`src/rtl/unsig_int_to_float.sv`:
```
// Unsigned 32-bit integer to IEEE-754 single-precision converter (fcvt.s.wu).
// Handshaked, multi-cycle: one normalisation shift per cycle, then round and pack.
module unsig_int_to_float (
    input  logic        clk,
    input  logic        rst,
    input  logic [31:0] input_a,
    input  logic [2:0]  rm,
    input  logic        input_a_stb,
    output logic        input_a_ack,
    output logic [31:0] output_z,
    output logic        output_z_stb,
    input  logic        output_z_ack
);

    typedef enum logic [2:0] {
        GET_A     = 3'd0,
        NORMALISE = 3'd1,
        ROUND     = 3'd2,
        PACK      = 3'd3,
        PUT_Z     = 3'd4
    } state_t;

    state_t      state_r, state_s;
    logic [31:0] m_r, m_s;
    logic [7:0]  e_r, e_s;
    logic [22:0] frac_r, frac_s;
    logic [2:0]  rm_r, rm_s;
    logic [31:0] z_r, z_s;
    logic        z_stb_r, z_stb_s;
    logic        a_ack_r, a_ack_s;
    logic        round_inc_s;
    logic [30:0] round_sum_s;

    // Rounding increment for a positive value: lsb, guard and sticky of the truncated significand.
    function automatic logic round_increment(input logic [2:0] mode, input logic lsb,
                                             input logic guard, input logic sticky);
        logic inc;
        case (mode)
            3'b001:  inc = 1'b0;
            3'b010:  inc = 1'b0;
            3'b011:  inc = guard | sticky;
            3'b100:  inc = guard;
            default: inc = guard & (sticky | lsb);
        endcase
        return inc;
    endfunction

    // Rounded {exponent, fraction}: a fraction carry-out ripples into the exponent,
    // which yields significand 0x800000 with the exponent bumped by one.
    always_comb begin
        round_inc_s = round_increment(rm_r, m_r[8], m_r[7], |m_r[6:0]);
        round_sum_s = {e_r, m_r[30:8]} + {30'd0, round_inc_s};
    end

    // Next-state and datapath update for the conversion FSM.
    always_comb begin
        state_s = state_r;
        m_s     = m_r;
        e_s     = e_r;
        frac_s  = frac_r;
        rm_s    = rm_r;
        z_s     = z_r;
        z_stb_s = z_stb_r;
        a_ack_s = a_ack_r;

        case (state_r)
            GET_A: begin
                if (a_ack_r && input_a_stb) begin
                    a_ack_s = 1'b0;
                    rm_s    = rm;
                    m_s     = input_a;
                    e_s     = 8'd158;
                    if (input_a == 32'd0) begin
                        z_s     = 32'h0000_0000;
                        z_stb_s = 1'b1;
                        state_s = PUT_Z;
                    end else if (input_a[31]) begin
                        // Already normalised: no shift cycle needed.
                        state_s = ROUND;
                    end else begin
                        state_s = NORMALISE;
                    end
                end else begin
                    a_ack_s = 1'b1;
                end
            end

            NORMALISE: begin
                if (m_r[31]) begin
                    state_s = ROUND;
                end else begin
                    m_s = {m_r[30:0], 1'b0};
                    e_s = e_r - 8'd1;
                    // Leave as soon as this shift brings a one into the MSB.
                    if (m_r[30]) begin
                        state_s = ROUND;
                    end else begin
                        state_s = NORMALISE;
                    end
                end
            end

            ROUND: begin
                e_s     = round_sum_s[30:23];
                frac_s  = round_sum_s[22:0];
                state_s = PACK;
            end

            PACK: begin
                z_s     = {1'b0, e_r, frac_r};
                z_stb_s = 1'b1;
                state_s = PUT_Z;
            end

            PUT_Z: begin
                if (output_z_ack) begin
                    z_stb_s = 1'b0;
                    a_ack_s = 1'b1;
                    state_s = GET_A;
                end else begin
                    z_stb_s = 1'b1;
                    state_s = PUT_Z;
                end
            end

            default: begin
                z_stb_s = 1'b0;
                a_ack_s = 1'b0;
                state_s = GET_A;
            end
        endcase
    end

    // State and datapath registers; reset wins over any handshake in the same cycle.
    always_ff @(posedge clk) begin
        if (!rst) begin
            state_r <= GET_A;
            m_r     <= 32'd0;
            e_r     <= 8'd0;
            frac_r  <= 23'd0;
            rm_r    <= 3'd0;
            z_r     <= 32'h0000_0000;
            z_stb_r <= 1'b0;
            a_ack_r <= 1'b0;
        end else begin
            state_r <= state_s;
            m_r     <= m_s;
            e_r     <= e_s;
            frac_r  <= frac_s;
            rm_r    <= rm_s;
            z_r     <= z_s;
            z_stb_r <= z_stb_s;
            a_ack_r <= a_ack_s;
        end
    end

    assign input_a_ack  = a_ack_r;
    assign output_z     = z_r;
    assign output_z_stb = z_stb_r;

endmodule

```
`config.mk`:
```
export PLATFORM = sky130hd
export DESIGN_NAME = unsig_int_to_float
export DESIGN_NICKNAME = d
export VERILOG_FILES = /design/src/rtl/unsig_int_to_float.sv
export SDC_FILE = /design/constraint.sdc
export NUM_CORES = 1
export LEC_CHECK = 0
export ABC_AREA = 1
export BUFFER_PORTS_ARGS = -buffer_cell sky130_fd_sc_hd__buf_4
export CORE_MARGIN = 8
export CORE_UTILIZATION = 45
export DETAILED_ROUTE_END_ITERATION = 10
export PLACE_DENSITY = 0.75
export SLEW_MARGIN = 25
export SYNTH_ARGS = -nofsm -noshare
export SYNTH_HDL_FRONTEND = slang
export SYNTH_SLANG_ARGS = --single-unit
export TNS_END_PERCENT = 5
```
`constraint.sdc`:
```
create_clock -name clk -period 3.9 [get_ports clk]
set_input_delay 0.585 -clock clk [delete_from_list [all_inputs] [get_ports clk]]
set_output_delay 0.585 -clock clk [all_outputs]
set_load 0.05 [all_outputs]
```
==> results.sh <==
export IMPL_status="finished clean"
export IMPL_cts_setup_buffers=0
export IMPL_cp_end_kind="register"
export IMPL_place_congestion=0.9486
export IMPL_drv_slew=0
export IMPL_fmax_mhz=400.5
export IMPL_hold_depth=2
export IMPL_grt_pass1_vias=4788
export IMPL_post_place_ws_ps=1440
export IMPL_final_nets=886
export IMPL_die_x_um=124.7
export IMPL_drt_iter0_drc=351
export IMPL_ys_ff_latch=102
export IMPL_drcViolationCount=0
export IMPL_synth_area_top_cells="dfxtp_1 38%, nand2_1 12%, a21oi_1 7.5%"
export IMPL_synth_edf_count=0
export IMPL_drt_pass1_iter_count=5
export IMPL_cts_max_level=3
export IMPL_synth_top_flop_cell="dfxtp_1"
export IMPL_crit_type="register to register"
export IMPL_worstPathMaxFanout=5
export IMPL_grt_overflow=0
export IMPL_cts_path_max_buffers=2
export IMPL_vias=5174
export IMPL_cts_buffers=9
export IMPL_timing_final_crit_share=0.6403
export IMPL_start_util=0.4633
export IMPL_arrival_ps=2770
export IMPL_r2r_cells=15
export IMPL_rsz0062_at_grt="no"
export IMPL_hp_class="register to register"
export IMPL_clock_sinks=102
export IMPL_ys_warnings_count=0
export IMPL_synth_cell_area_sq_mm=0.005313
export IMPL_final_min_clock_period_ps=2497
export IMPL_core_sq_mm=0.01147
export IMPL_wl_per_cell_um=13.88
export IMPL_clk_insertion_delay_late_ps=350
export IMPL_cp_start_kind="register"
export IMPL_hpwl_mm=9.788
export IMPL_syn_nets=841
export IMPL_ioPinCount=73
export IMPL_hold_viol=0
export IMPL_via_per_inst=5.221
export IMPL_synth_area_per_cell_sq_um=6.657
export IMPL_postRouteAntennaNets=0
export IMPL_synthMostInstantiatedCell="nand2_1"
export IMPL_yosys_area_top_type="dfxtp_1"
export IMPL_grt_util_all_layers=0.1763
export IMPL_wl_mm=13.76
export IMPL_die_area_sq_mm=0.01554
export IMPL_synth_seq_area_share=0.3844
export IMPL_maxSlewHeadroom=0.3807
export IMPL_fillCellCount=1132
export IMPL_synthTopCellsByCount="168 x nand2_1, 102 x dfxtp_1, 92 x nor2_1"
export IMPL_power_density_mw_per_mm2=544.9
export IMPL_yosysTopAreaCellShare=0.3844
export IMPL_drv_cap=0
export IMPL_cp_required_ps=4170
export IMPL_ctsHoldBuffers=0
export IMPL_grt_first_pass_wirelength_mm=23.27
export IMPL_setup_viol=0
export IMPL_worstMarginPinSlew_ps=927.9
export IMPL_fin_ws_ps=1403
export IMPL_cts_tree="done"
export IMPL_syn_inst=798
export IMPL_cts_resized=0
export IMPL_ir_drop_mv=0.4577
export IMPL_final_layout_size_suffix_gt1_frac=0.1474
export IMPL_port_buffers=71
export IMPL_area_delta_synth_final_pct=16.20
export IMPL_clkSlewWorstSetupHoldPaths_ps=70
export IMPL_grt_max_degree=68
export IMPL_fin_tns_setup_ps=0
export IMPL_chipHeight_um=124.7
export IMPL_row_count=39
export IMPL_synth_cell_types=36
export IMPL_synth_async_reset_ratio=0
export IMPL_finClkSkew_ps=4.878
export IMPL_diodes=0
export IMPL_total_leakage_power_nw=2.517
export IMPL_antenna_found_initial=0
export IMPL_cts_root_buffer="clkbuf_16"
[layout make-up]
class / instances / area [sq um] / share of cell area
inverter: 81 / 305.3 / 0.04945
clock buffer: 10 / 239.0 / 0.03871
multi-input combinational: 575 / 2759 / 0.4469
tap: 143 / 178.9 / 0.02898
clock inverter: 6 / 93.84 / 0.01520
sequential: 102 / 2042 / 0.3308
timing repair buffer: 74 / 555.5 / 0.08999
[cell usage in the layout, fill, tap and decap left out, drive strengths merged, types with 15 or more instances in the layout]
cell / Yosys / layout
a21oi: 82 / 82
buf: 17 / 74
dfxtp: 102 / 102
inv: 80 / 81
nand2: 174 / 174
nand3: 33 / 33
nor2: 98 / 98
nor3: 16 / 16
o21ai: 128 / 128
xor2: 15 / 15
[critical path: stages (launching register included)]
cell and delay [ps]:
dfxtp_1 320, inv_1 70, nand4_1 90, nor4_1 310, nand2_1 90, a21boi_0 170
nor2_1 60, ha_1 200, ha_1 250, nand3_1 190, inv_1 60, nand2_1 130
inv_1 110, nand3_1 100, nand3_1 90, a21oi_1 180
[report_power, final]
group	switching (W)	internal (W)
logic	0.000619	0.000328
registers	0.000209	0.00122
clock network	0.000405	0.000584
[metrics by stage]
stage	cell area (sq um)	util	total power (W)	std cells	hold WS, ps
3_5_place_dp	5838	0.5091	0.002373	975	453.0
3_3_place_gp	5838	0.5091	0.002360	975	449.1
6_report	6173	0.5384	0.003364	991	459.0
4_1_cts	6171	0.5381	0.003367	991	462.1
2_1_floorplan	5313	-	0.002158	798	439.0
5_1_grt	6173	0.5384	0.003582	991	474.2
[routing by layer]
metal | track usage | vias to the layer above | share of wire
met2 | 0.2733 | 169 | 0.44
met3 | 0.04000 | 9 | 0.065
met5 | 0 | - | 0
met4 | 0.05245 | 0 | 0.010
li1 | - | 2706 | -
met1 | 0.2379 | 2290 | 0.48
[worst paths after layout]
check	startpoint	end	slack (ps)
setup reg to reg	m_r[6]	e_r[1]	1400
hold reg to reg	output_z_stb	output_z_stb	460
setup / recovery	m_r[6]	e_r[1]	1400
hold / removal	output_z_stb	output_z_stb	460
[cells by family after synthesis]
| kind of cell | share of synthesized area |
|---|---|
| buffers and inverters | 0.09680 |
| XOR/XNOR | 0.02638 |
| AND/OR/NAND/NOR | 0.2690 |
| other | 0.0007059 |
| AO/OA/AOI/OAI | 0.2134 |
| flip-flops | 0.3844 |
| adder cells (fa/ha/maj) | 0.009421 |
[sequential cells by signal, indices dropped and copies added (netlist names)]
| signal | cells |
|---|---|
| m_r | 32 |
| output_z_stb | 1 |
| input_a_ack | 1 |
| rm_r | 3 |
| output_z | 31 |
| e_r | 8 |
| state_r | 3 |
| frac_r | 23 |
Power figures use the tool's default switching activity.
